<file path="config.mk">
export PLATFORM = sky130hd
export DESIGN_NAME = fifo32
export DESIGN_NICKNAME = d
export VERILOG_FILES = /design/src/rtl/fifo32_pkg.sv /design/src/rtl/fifo32_ptr.sv /design/src/rtl/fifo32.sv
export SDC_FILE = /design/constraint.sdc
export NUM_CORES = 1
export LEC_CHECK = 0
export BUFFER_PORTS_ARGS = -buffer_cell sky130_fd_sc_hd__buf_4
export CORE_MARGIN = 10
export CORE_UTILIZATION = 54
export DETAILED_ROUTE_END_ITERATION = 10
export PLACE_DENSITY_LB_ADDON = 0.08
export SETUP_SLACK_MARGIN = 0.3
export SLEW_MARGIN = 20
export SYNTH_ARGS = -nofsm -noshare
export SYNTH_HDL_FRONTEND = slang
export SYNTH_HIERARCHICAL = 1
export SYNTH_SLANG_ARGS = --single-unit
</file>
<file path="constraint.sdc">
create_clock -name clk -period 3.35 [get_ports clk]
set_input_delay 0.1675 -clock clk [delete_from_list [all_inputs] [get_ports clk]]
set_output_delay 0.1675 -clock clk [all_outputs]
set_load 0.02 [all_outputs]
</file>
<file path="src/rtl/fifo32_pkg.sv">
// rtl/fifo32_pkg.sv - shared sizing constants, count type and pointer helper for fifo32
package fifo32_pkg;

  localparam int FIFO32_WIDTH      = 32;
  localparam int FIFO32_DEPTH_LOG2 = 3;
  localparam int FIFO32_DEPTH      = 1 << FIFO32_DEPTH_LOG2;

  // Occupancy needs one bit more than the pointers so that "8" is representable.
  typedef logic [FIFO32_DEPTH_LOG2:0]   fifo32_count_t;
  typedef logic [FIFO32_DEPTH_LOG2-1:0] fifo32_ptr_t;

  // Wrapping increment; the pointer width makes 7 -> 0 fall out naturally.
  function automatic fifo32_ptr_t fifo32_ptr_next(input fifo32_ptr_t ptr);
    return ptr + fifo32_ptr_t'(1);
  endfunction

endpackage

</file>
<file path="src/rtl/fifo32_ptr.sv">
// rtl/fifo32_ptr.sv - wrapping FIFO pointer with synchronous active-high reset and increment enable
module fifo32_ptr
  import fifo32_pkg::*;
#(
  parameter int W = FIFO32_DEPTH_LOG2
) (
  input  logic         clk,
  input  logic         reset,
  input  logic         inc_i,
  output logic [W-1:0] ptr_o
);

  logic [W-1:0] ptr_q;
  logic [W-1:0] ptr_d;

  // Next pointer: advance by one on an accepted operation, wrap at the top.
  always_comb begin
    ptr_d = ptr_q;
    if (inc_i) begin
      ptr_d = ptr_q + W'(1);
    end
  end

  // Pointer register; reset wins over any increment in the same cycle.
  always_ff @(posedge clk) begin
    if (reset) begin
      ptr_q <= '0;
    end else begin
      ptr_q <= ptr_d;
    end
  end

  assign ptr_o = ptr_q;

endmodule

</file>
<file path="src/rtl/fifo32.sv">
// rtl/fifo32.sv - eight-entry synchronous FIFO with registered status; error flags built only with FIFO32_ERR_FLAGS_EN
module fifo32
  import fifo32_pkg::*;
#(
  parameter int WIDTH      = FIFO32_WIDTH,
  parameter int DEPTH_LOG2 = FIFO32_DEPTH_LOG2
) (
  input  logic                  clk,
  input  logic                  reset,
  input  logic                  wr_en,
  input  logic [WIDTH-1:0]      din,
  input  logic                  rd_en,
  output logic [WIDTH-1:0]      dout,
  output logic                  full,
  output logic                  empty,
  output logic [DEPTH_LOG2:0]   data_count,
  output logic                  wr_ack,
  output logic                  wr_err,
  output logic                  rd_ack,
  output logic                  rd_err
);

  localparam int DEPTH = 1 << DEPTH_LOG2;

  logic [WIDTH-1:0]      mem_q [DEPTH];
  logic [DEPTH_LOG2-1:0] wr_ptr;
  logic [DEPTH_LOG2-1:0] rd_ptr;

  logic [DEPTH_LOG2:0]   count_q;
  logic [DEPTH_LOG2:0]   count_d;
  logic                  full_q;
  logic                  full_d;
  logic                  empty_q;
  logic                  empty_d;
  logic [WIDTH-1:0]      dout_q;
  logic [WIDTH-1:0]      dout_d;
  logic                  wr_ack_q;
  logic                  rd_ack_q;

  logic                  wr_ok;
  logic                  rd_ok;

  // Acceptance is judged on the registered flags, i.e. the state before the edge.
  // Reset masks both so that a reset cycle touches neither memory nor dout.
  always_comb begin
    wr_ok = wr_en && !full_q  && !reset;
    rd_ok = rd_en && !empty_q && !reset;
  end

  fifo32_ptr #(.W(DEPTH_LOG2)) u_wr_ptr (
    .clk   (clk),
    .reset (reset),
    .inc_i (wr_ok),
    .ptr_o (wr_ptr)
  );

  fifo32_ptr #(.W(DEPTH_LOG2)) u_rd_ptr (
    .clk   (clk),
    .reset (reset),
    .inc_i (rd_ok),
    .ptr_o (rd_ptr)
  );

  // Next occupancy and status; full is simply the top bit since the count never exceeds DEPTH.
  always_comb begin
    count_d = count_q + (DEPTH_LOG2+1)'(wr_ok) - (DEPTH_LOG2+1)'(rd_ok);
    full_d  = count_d[DEPTH_LOG2];
    empty_d = (count_d == '0);
  end

  // Next read data: only an accepted read replaces the word on dout.
  always_comb begin
    dout_d = dout_q;
    if (rd_ok) begin
      dout_d = mem_q[rd_ptr];
    end
  end

  // Storage array; deliberately not reset, stale words are unreachable once the count is cleared.
  always_ff @(posedge clk) begin
    if (wr_ok) begin
      mem_q[wr_ptr] <= din;
    end
  end

  // Count, status, read data and acknowledge registers.
  always_ff @(posedge clk) begin
    if (reset) begin
      count_q  <= '0;
      full_q   <= 1'b0;
      empty_q  <= 1'b1;
      dout_q   <= '0;
      wr_ack_q <= 1'b0;
      rd_ack_q <= 1'b0;
    end else begin
      count_q  <= count_d;
      full_q   <= full_d;
      empty_q  <= empty_d;
      dout_q   <= dout_d;
      wr_ack_q <= wr_ok;
      rd_ack_q <= rd_ok;
    end
  end

`ifdef FIFO32_ERR_FLAGS_EN
  logic wr_err_q;
  logic rd_err_q;

  // Error pulses: a request that arrived while the FIFO could not take it.
  always_ff @(posedge clk) begin
    if (reset) begin
      wr_err_q <= 1'b0;
      rd_err_q <= 1'b0;
    end else begin
      wr_err_q <= wr_en && full_q;
      rd_err_q <= rd_en && empty_q;
    end
  end

  assign wr_err = wr_err_q;
  assign rd_err = rd_err_q;
`else
  assign wr_err = 1'b0;
  assign rd_err = 1'b0;
`endif

  assign dout       = dout_q;
  assign full       = full_q;
  assign empty      = empty_q;
  assign data_count = count_q;
  assign wr_ack     = wr_ack_q;
  assign rd_ack     = rd_ack_q;

endmodule

</file>
==> reports/results.txt, run 1 <==
Mapped Area: 11,810 µm²
Initial antenna violation count: 0
Fin. max-slew vios: 0
Commonest non-fill, non-tap cell in the layout: edfxtp_1
First-pass GRT wire length: 37,430 µm
Worst slew margin: 48.02%
1st-iter DRT viols: 442
CORE AREA: 21,690 µm²
Predominant post-synthesis flop cell: edfxtp_1
Max stage delay cell, worst path: nor3b_2
Clock sinks: 301
Fin crit period: 2.398 ns
Post-DP HPWL: 14,030 µm
CP arrival: 2.83 ns
Async S/R FF share, synth: 0%
HP Class: in2reg
FF-to-FF setup slack: 0.95 ns
DR WL/cell: 22.71 µm
Reg2reg start: data_count[3]$_SDFF_PP0_
Hold Fails Final Rpt: 0
DRC viols: 0
GRT Overall Usage: 16.83%
TritonCTS buffer count: 31
Initial Utilization: 54.46%
Die ar.: 28,190 µm²
Worst Path Max Fanout: 7
PortBufs: 75
GPL Wtd Cong: 0.7911
CTS tree: built
Measured slew at the worst slew-check pin: 0.7797 ns
Final nets: 793
I/O pin cnt: 78
Synthesis-to-finish area growth: 18.75%
Leak: 4.769 nW
Die X-Extent: 167.9 µm
Cell mode on critical path: inv_1
Filler Cell Count: 1,498
Setup Buffers After CTS: 0
Site Rows: 54
Final Setup Violations: 0
Synth Register Bits: 301
Via density: 5.569
CP Cell Sequence: nor3b_2 > inv_1 > ha_1 > inv_1 > ha_1 > inv_1 > fa_1 > xor2_1 > a41o_1
Worst Setup Path Type: reg2reg
Worst-skew pair later-pin latency: 0.54 ns
Diodes inserted: 0
VDD IR max: 0.0005249 V
Crit path largest cell delay: 0.46 ns
Register area share after synthesis: 72.71%
Clock-pin slew on the worst setup and hold paths: 0.05 ns
Final ANT Viol Nets: 0
Overflow after GRT: 0
FMAX: 0.4171 GHz
Post-Syn Instances: 624
Root Driver: clkbuf_16
Setup crit end: empty$_SDFF_PP1_
Startpoint Class: register
Critical Path RT: 3.78 ns
Synth cell types: 39
Clk_skew: 0.01458 ns
CP Capture Type: register
Max-Cap Viols: 0
Cell area after layout: 14,030 µm²
Multi-input logic area: 2967 µm²
Pre-Repair DR Iteration Count: 4
Routed wire length: 23,910 µm
Highest-count cells in the layout ignoring fill and taps: 256 x edfxtp_1, 87 x buf_4, 43 x dfxtp_1
Setup_tns: 0 ns
Warnings, synthesis: 6
Status: complete, no violations
Share of layout cells above drive strength 1: 34.80%
Reg-to-Reg End: empty$_SDFF_PP1_
Vert. Die Dim: 167.9 µm
Syn_area_per_cell: 18.93 µm²
RSZ-0062 raised after global routing: false
Worst-case reg-to-reg path depth: 9
Detailed-route via count: 5,864
Vias in the first global route: 6,484
Seq. cell area: 8593 µm²
Clock Path Buffers: 3
Post-synth EDFFs: 256
Placed Area: 12,710 µm²
Critical path origin: data_count[3]$_SDFF_PP0_
Pin count of the biggest net entering global routing: 59
Fin crit share: 71.57%
H-tree Lvls: 1
PwrDens: 622.4 nW/µm²
-- worst min path at each step --
stage             from                              to  slack [ns]  cells past startpoint
6_report         rd_en           dout[28]$_SDFFE_PP0P_         0.1                      4
3_3_place_gp    din[0]           mem_q[1][0]$_DFFE_PP_        0.40                      1
4_1_cts          rd_en           dout[28]$_SDFFE_PP0P_        0.09                      4
5_1_grt          rd_en           dout[27]$_SDFFE_PP0P_        0.12                      4
2_1_floorplan    reset  u_rd_ptr/ptr_o[2]$_SDFFE_PP0P_        0.24                      1
3_5_place_dp   din[27]          mem_q[0][27]$_DFFE_PP_        0.40                      1
-- cell families (layout without fill, tap and decap cells) --
| logic type | Yosys count | in the layout | synth area share (%) |
|---|---|---|---|
| flops | 301 | 301 | 72.71 |
| mux | 98 | 98 | 13.29 |
| simple gates | 94 | 94 | 4.163 |
| compound gates | 72 | 72 | 5.752 |
| buf+inv | 46 | 194 | 2.871 |
| fa+ha+maj | 7 | 7 | 0.8051 |
| xor+xnor | 5 | 5 | 0.3708 |
| other cells | 1 | 2 | 0.03175 |
-- area by class of cell --
| cell class | instances | area share, % |
|---|---|---|
| Tap cell | 280 | 2.498 |
| Sequential cell | 301 | 61.27 |
| Timing Repair Buffer | 127 | 7.922 |
| Clock buffer | 45 | 6.120 |
| Clock inverter | 11 | 0.7493 |
| Multi-Input combinational cell | 278 | 21.15 |
| Inverter | 11 | 0.2944 |
-- critical path: cells and delay by family, from the launching register on --
| family | cells | cell delay (ns) |
|---|---|---|
| buffers and inverters | 3 | 0.21 |
| XOR/XNOR | 1 | 0.17 |
| AO/OA/AOI/OAI | 1 | 0.23 |
| adder cells (fa/ha/maj) | 3 | 0.87 |
| AND/OR/NAND/NOR | 1 | 0.46 |
| flip-flops | 1 | 0.36 |
-- sequential cells by signal, summed over array words and instances, names as in the netlist --
register	flops
mem_q	256
dout	32
data_count	4
u_rd_ptr/ptr_o	3
u_wr_ptr/ptr_o	3
empty	1
rd_ack	1
wr_ack	1
-- metrics by stage --
stage	hold WS, ns	power, mW	util (%)	worst slack, ns	cells
6_report	0.09941	8.730	64.67	0.9524	1053
5_1_grt	0.1201	9.055	64.67	0.7370	1053
4_1_cts	0.09036	8.811	64.67	0.9344	1053
3_5_place_dp	0.4043	5.560	58.61	0.9408	962
3_3_place_gp	0.4001	5.508	58.49	1.012	961
2_1_floorplan	0.2366	5.176	-	0.5434	625
-- routing by layer --
layer	vias up	global-route usage, %	part of all wire (%)
met5	-	0	0
met4	0	4.428	1.5
met3	26	2.957	6.7
met2	151	28.65	50
met1	3000	21.87	41
li1	2687	-	-
-- power breakdown --
group | switching [mW] | internal, mW
clock | 1.32 | 1.92
sequential | 0.0898 | 4.22
combinational | 0.635 | 0.549
total | 2.04 | 6.69
-- Yosys cell counts (5+ instances only) --
library cell  instances  area [µm²]
buf_12                5       100.1
buf_2                 5       25.02
buf_4                 7       52.55
clkbuf_1             12       45.04
dfxtp_1              45       900.9
edfxtp_1            256        7687
ha_1                  6       75.07
inv_1                10       37.54
mux2_1               31       349.1
mux2_4               29       435.4
mux4_2               32       720.7
nand2_1              35       131.4
nand2b_1              5       31.28
nor2_1               25       93.84
nor2b_2              17       148.9
o22ai_1              27       168.9
o22ai_2               5       62.56
o31ai_2              30       375.4
-- repair_timing --
item,4_1_cts,5_1_grt
hold buffers,35,0
endpoints found under the hold margin,268,0
gates resized for setup,0,0
Power figures use the tool's default switching activity.
==> inputs of run 2 (changes only) <==
==> constraint.sdc (replaced) <==
create_clock -name clk -period 2 [get_ports clk]
set_input_delay 0.1 -clock clk [delete_from_list [all_inputs] [get_ports clk]]
set_output_delay 0.1 -clock clk [all_outputs]
set_load 0.02 [all_outputs]
==> reports/results.txt, run 2 (same netlist as run 1, synthesis figures left out) <==
GPL Wtd Cong: 0.7280 (was 0.7911)
Worst slew margin: 52.32% (was 48.02%)
Hold Fails Final Rpt: 0 (unchanged)
Critical Path RT: 2.44 ns (was 3.78 ns)
HP Class: in2reg (unchanged)
CP arrival: 2.38 ns (was 2.83 ns)
Cell area after layout: 15,370 µm² (was 14,030 µm²)
Diodes inserted: 0 (unchanged)
Max stage delay cell, worst path: fa_2 (was nor3b_2)
Initial antenna violation count: 0 (unchanged)
Pin count of the biggest net entering global routing: 34 (was 59)
Synthesis-to-finish area growth: 30.16% (was 18.75%)
Setup_tns: 0 ns (unchanged)
Status: complete, no violations (unchanged)
CP bufs+invs: 3 (unchanged)
Measured slew at the worst slew-check pin: 0.7153 ns (was 0.7797 ns)
Die ar.: 28,190 µm² (unchanged)
DRC viols: 0 (unchanged)
Root Driver: clkbuf_16 (unchanged)
Final WS setup: 0.05812 ns (was 0.9524 ns)
Fin util: 70.88% (was 64.67%)
CP Capture Type: register (unchanged)
Reg2reg start: data_count[3]$_SDFF_PP0_ (unchanged)
Startpoint Class: register (unchanged)
Worst Hold Launch: rd_en (unchanged)
FMAX: 0.5150 GHz (was 0.4171 GHz)
Final Setup Violations: 0 (unchanged)
Overflow after GRT: 0 (unchanged)
Worst Setup Path Type: reg2reg (unchanged)
RSZ-0062 raised after global routing: true (was false)
Worst-case reg-to-reg path depth: 8 (was 9)
GRT Overall Usage: 17.96% (was 16.83%)
Routed wire length: 27,590 µm (was 23,910 µm)
1st-iter DRT viols: 510 (was 442)
Fin crit period: 1.942 ns (was 2.398 ns)
Commonest non-fill, non-tap cell in the layout: edfxtp_1 (unchanged)
Initial Utilization: 54.46% (unchanged)
CORE AREA: 21,690 µm² (unchanged)
CTS tree: built (unchanged)
Worst Hold End: dout[28]$_SDFFE_PP0P_ (unchanged)
PortBufs: 75 (unchanged)
I/O pin cnt: 78 (unchanged)
TritonCTS buffer count: 30 (was 31)
Share of layout cells above drive strength 1: 42.38% (was 34.80%)
Hold Path Cell Cnt: 5 (was 4)
Crit path max-delay family: adder cells (unchanged)
Cell mode on critical path: inv_2 (was inv_1)
CP Cell Sequence: nor3b_4 > inv_2 > ha_4 > inv_2 > ha_4 > inv_2 > fa_2 > a41o_1 (was nor3b_2 > inv_1 > ha_1 > inv_1 > ha_1 > inv_1 > fa_1 > xor2_1 > a41o_1)
Crit path largest cell delay: 0.43 ns (was 0.46 ns)
Highest-count cells in the layout ignoring fill and taps: 256 x edfxtp_1, 95 x buf_4, 42 x clkbuf_16 (was 256 x edfxtp_1, 87 x buf_4, 43 x dfxtp_1)
Vias in the first global route: 6,692 (was 6,484)
Final nets: 859 (was 793)
Clock-pin slew on the worst setup and hold paths: 0.06 ns (was 0.05 ns)
First-pass GRT wire length: 39,430 µm (was 37,430 µm)
Via density: 5.663 (was 5.569)
Worst slack, placed: 0.02628 ns (was 0.9408 ns)
Reg-to-Reg End: empty$_SDFF_PP1_ (unchanged)
Fin crit share: 97.09% (was 71.57%)
FF-to-FF setup slack: 0.06 ns (was 0.95 ns)
Filler Cell Count: 1,325 (was 1,498)
Register name with the most flops: mem_q (unchanged)
Max-Cap Viols: 0 (unchanged)
Detailed-route via count: 6,342 (was 5,864)
Fin. max-slew vios: 0 (unchanged)
PwrDens: 1012 nW/µm² (was 622.4 nW/µm²)
Worst Path Max Fanout: 2 (was 7)
Clock Path Buffers: 3 (unchanged)
Vert. Die Dim: 167.9 µm (unchanged)
Clock sinks: 301 (unchanged)
Post-DP HPWL: 14,430 µm (was 14,030 µm)
Pre-Repair DR Iteration Count: 5 (was 4)
Worst-skew pair later-pin latency: 0.55 ns (was 0.54 ns)
Max reg flops: 256 (unchanged)
Final ANT Viol Nets: 0 (unchanged)
Leak: 5.356 nW (was 4.769 nW)
VDD IR max: 0.0007110 V (was 0.0005249 V)
H-tree Lvls: 1 (unchanged)
Clk_skew: 0.01727 ns (was 0.01458 ns)
DR WL/cell: 24.64 µm (was 22.71 µm)
Placed Area: 12,960 µm² (was 12,710 µm²)
Die X-Extent: 167.9 µm (unchanged)
Site Rows: 54 (unchanged)
[run 2: changes by cell type in the layout (fill, tap and decap cells not counted), moves of 5 or more]
| cell | change |
|---|---|
| clkbuf_16 | +11 |
| buf_4 | +8 |
| buf_12 | +16 |
| buf_6 | +14 |
| inv_1 | -5 |
| clkbuf_8 | +10 |
| buf_8 | +10 |
| inv_2 | +5 |
[run 2: worst max path at each step]
stage,from,to,cells past startpoint
floorplan,data_count[3]$_SDFF_PP0_,mem_q[0][0]$_DFFE_PP_,3
global placement,data_count[3]$_SDFF_PP0_,empty$_SDFF_PP1_,8
detailed placement,data_count[3]$_SDFF_PP0_,empty$_SDFF_PP1_,8
CTS,data_count[3]$_SDFF_PP0_,empty$_SDFF_PP1_,8
global route,data_count[3]$_SDFF_PP0_,empty$_SDFF_PP1_,8
finish,data_count[3]$_SDFF_PP0_,empty$_SDFF_PP1_,8
[run 2: metal layers]
layer	GRT usage [%]	vias up	part of all wire, %
li1	-	2829	-
met1	23.31	3291	41
met2	31.25	187	51
met3	3.003	35	5.7
met4	3.520	0	1.8
met5	0	-	0
[run 2: power by group]
group	total (mW)	switching, mW	leakage, nW	internal, mW
Combinational	2.53	1.24	2.16	1.29
Clock	5.80	2.23	0.520	3.57
Sequential	7.23	0.151	2.68	7.08
Total	15.6	3.62	5.36	11.9
[run 2: timing repair]
item,4_1_cts,5_1_grt
gates cloned,6,15
hold buffers,37,0
setup endpoints to repair,79,228
buffers inserted,16,10
pin swaps,6,14
gates resized for setup,21,33
hold endpoints to repair,267,0
[run 2: area by class of cell]
cell class / instances / area [µm²] / area share [%]
clock buffer: 51 / 980.9 / 6.381
clock inverter: 5 / 77.57 / 0.5046
inverter: 11 / 41.29 / 0.2686
multi-input combinational: 278 / 3055 / 19.87
sequential: 301 / 8598 / 55.93
tap: 280 / 350.3 / 2.279
timing repair buffer: 194 / 2270 / 14.76
[run 2: worst min-delay path: cells and delay by family]
family                 cells  cell delay (ns)
AND/OR/NAND/NOR            1             0.08
AO/OA/AOI/OAI              2             0.12
buffers and inverters      2             0.31
[run 2: per-stage QoR]
step,instances,power [mW],hold slack [ns]
floorplan,625,8.729,0.1691
global placement,980,9.293,0.3279
detailed placement,980,9.379,0.3359
CTS,1095,15.47,0.1093
global route,1120,16.10,0.1270
finish,1120,15.56,0.1300
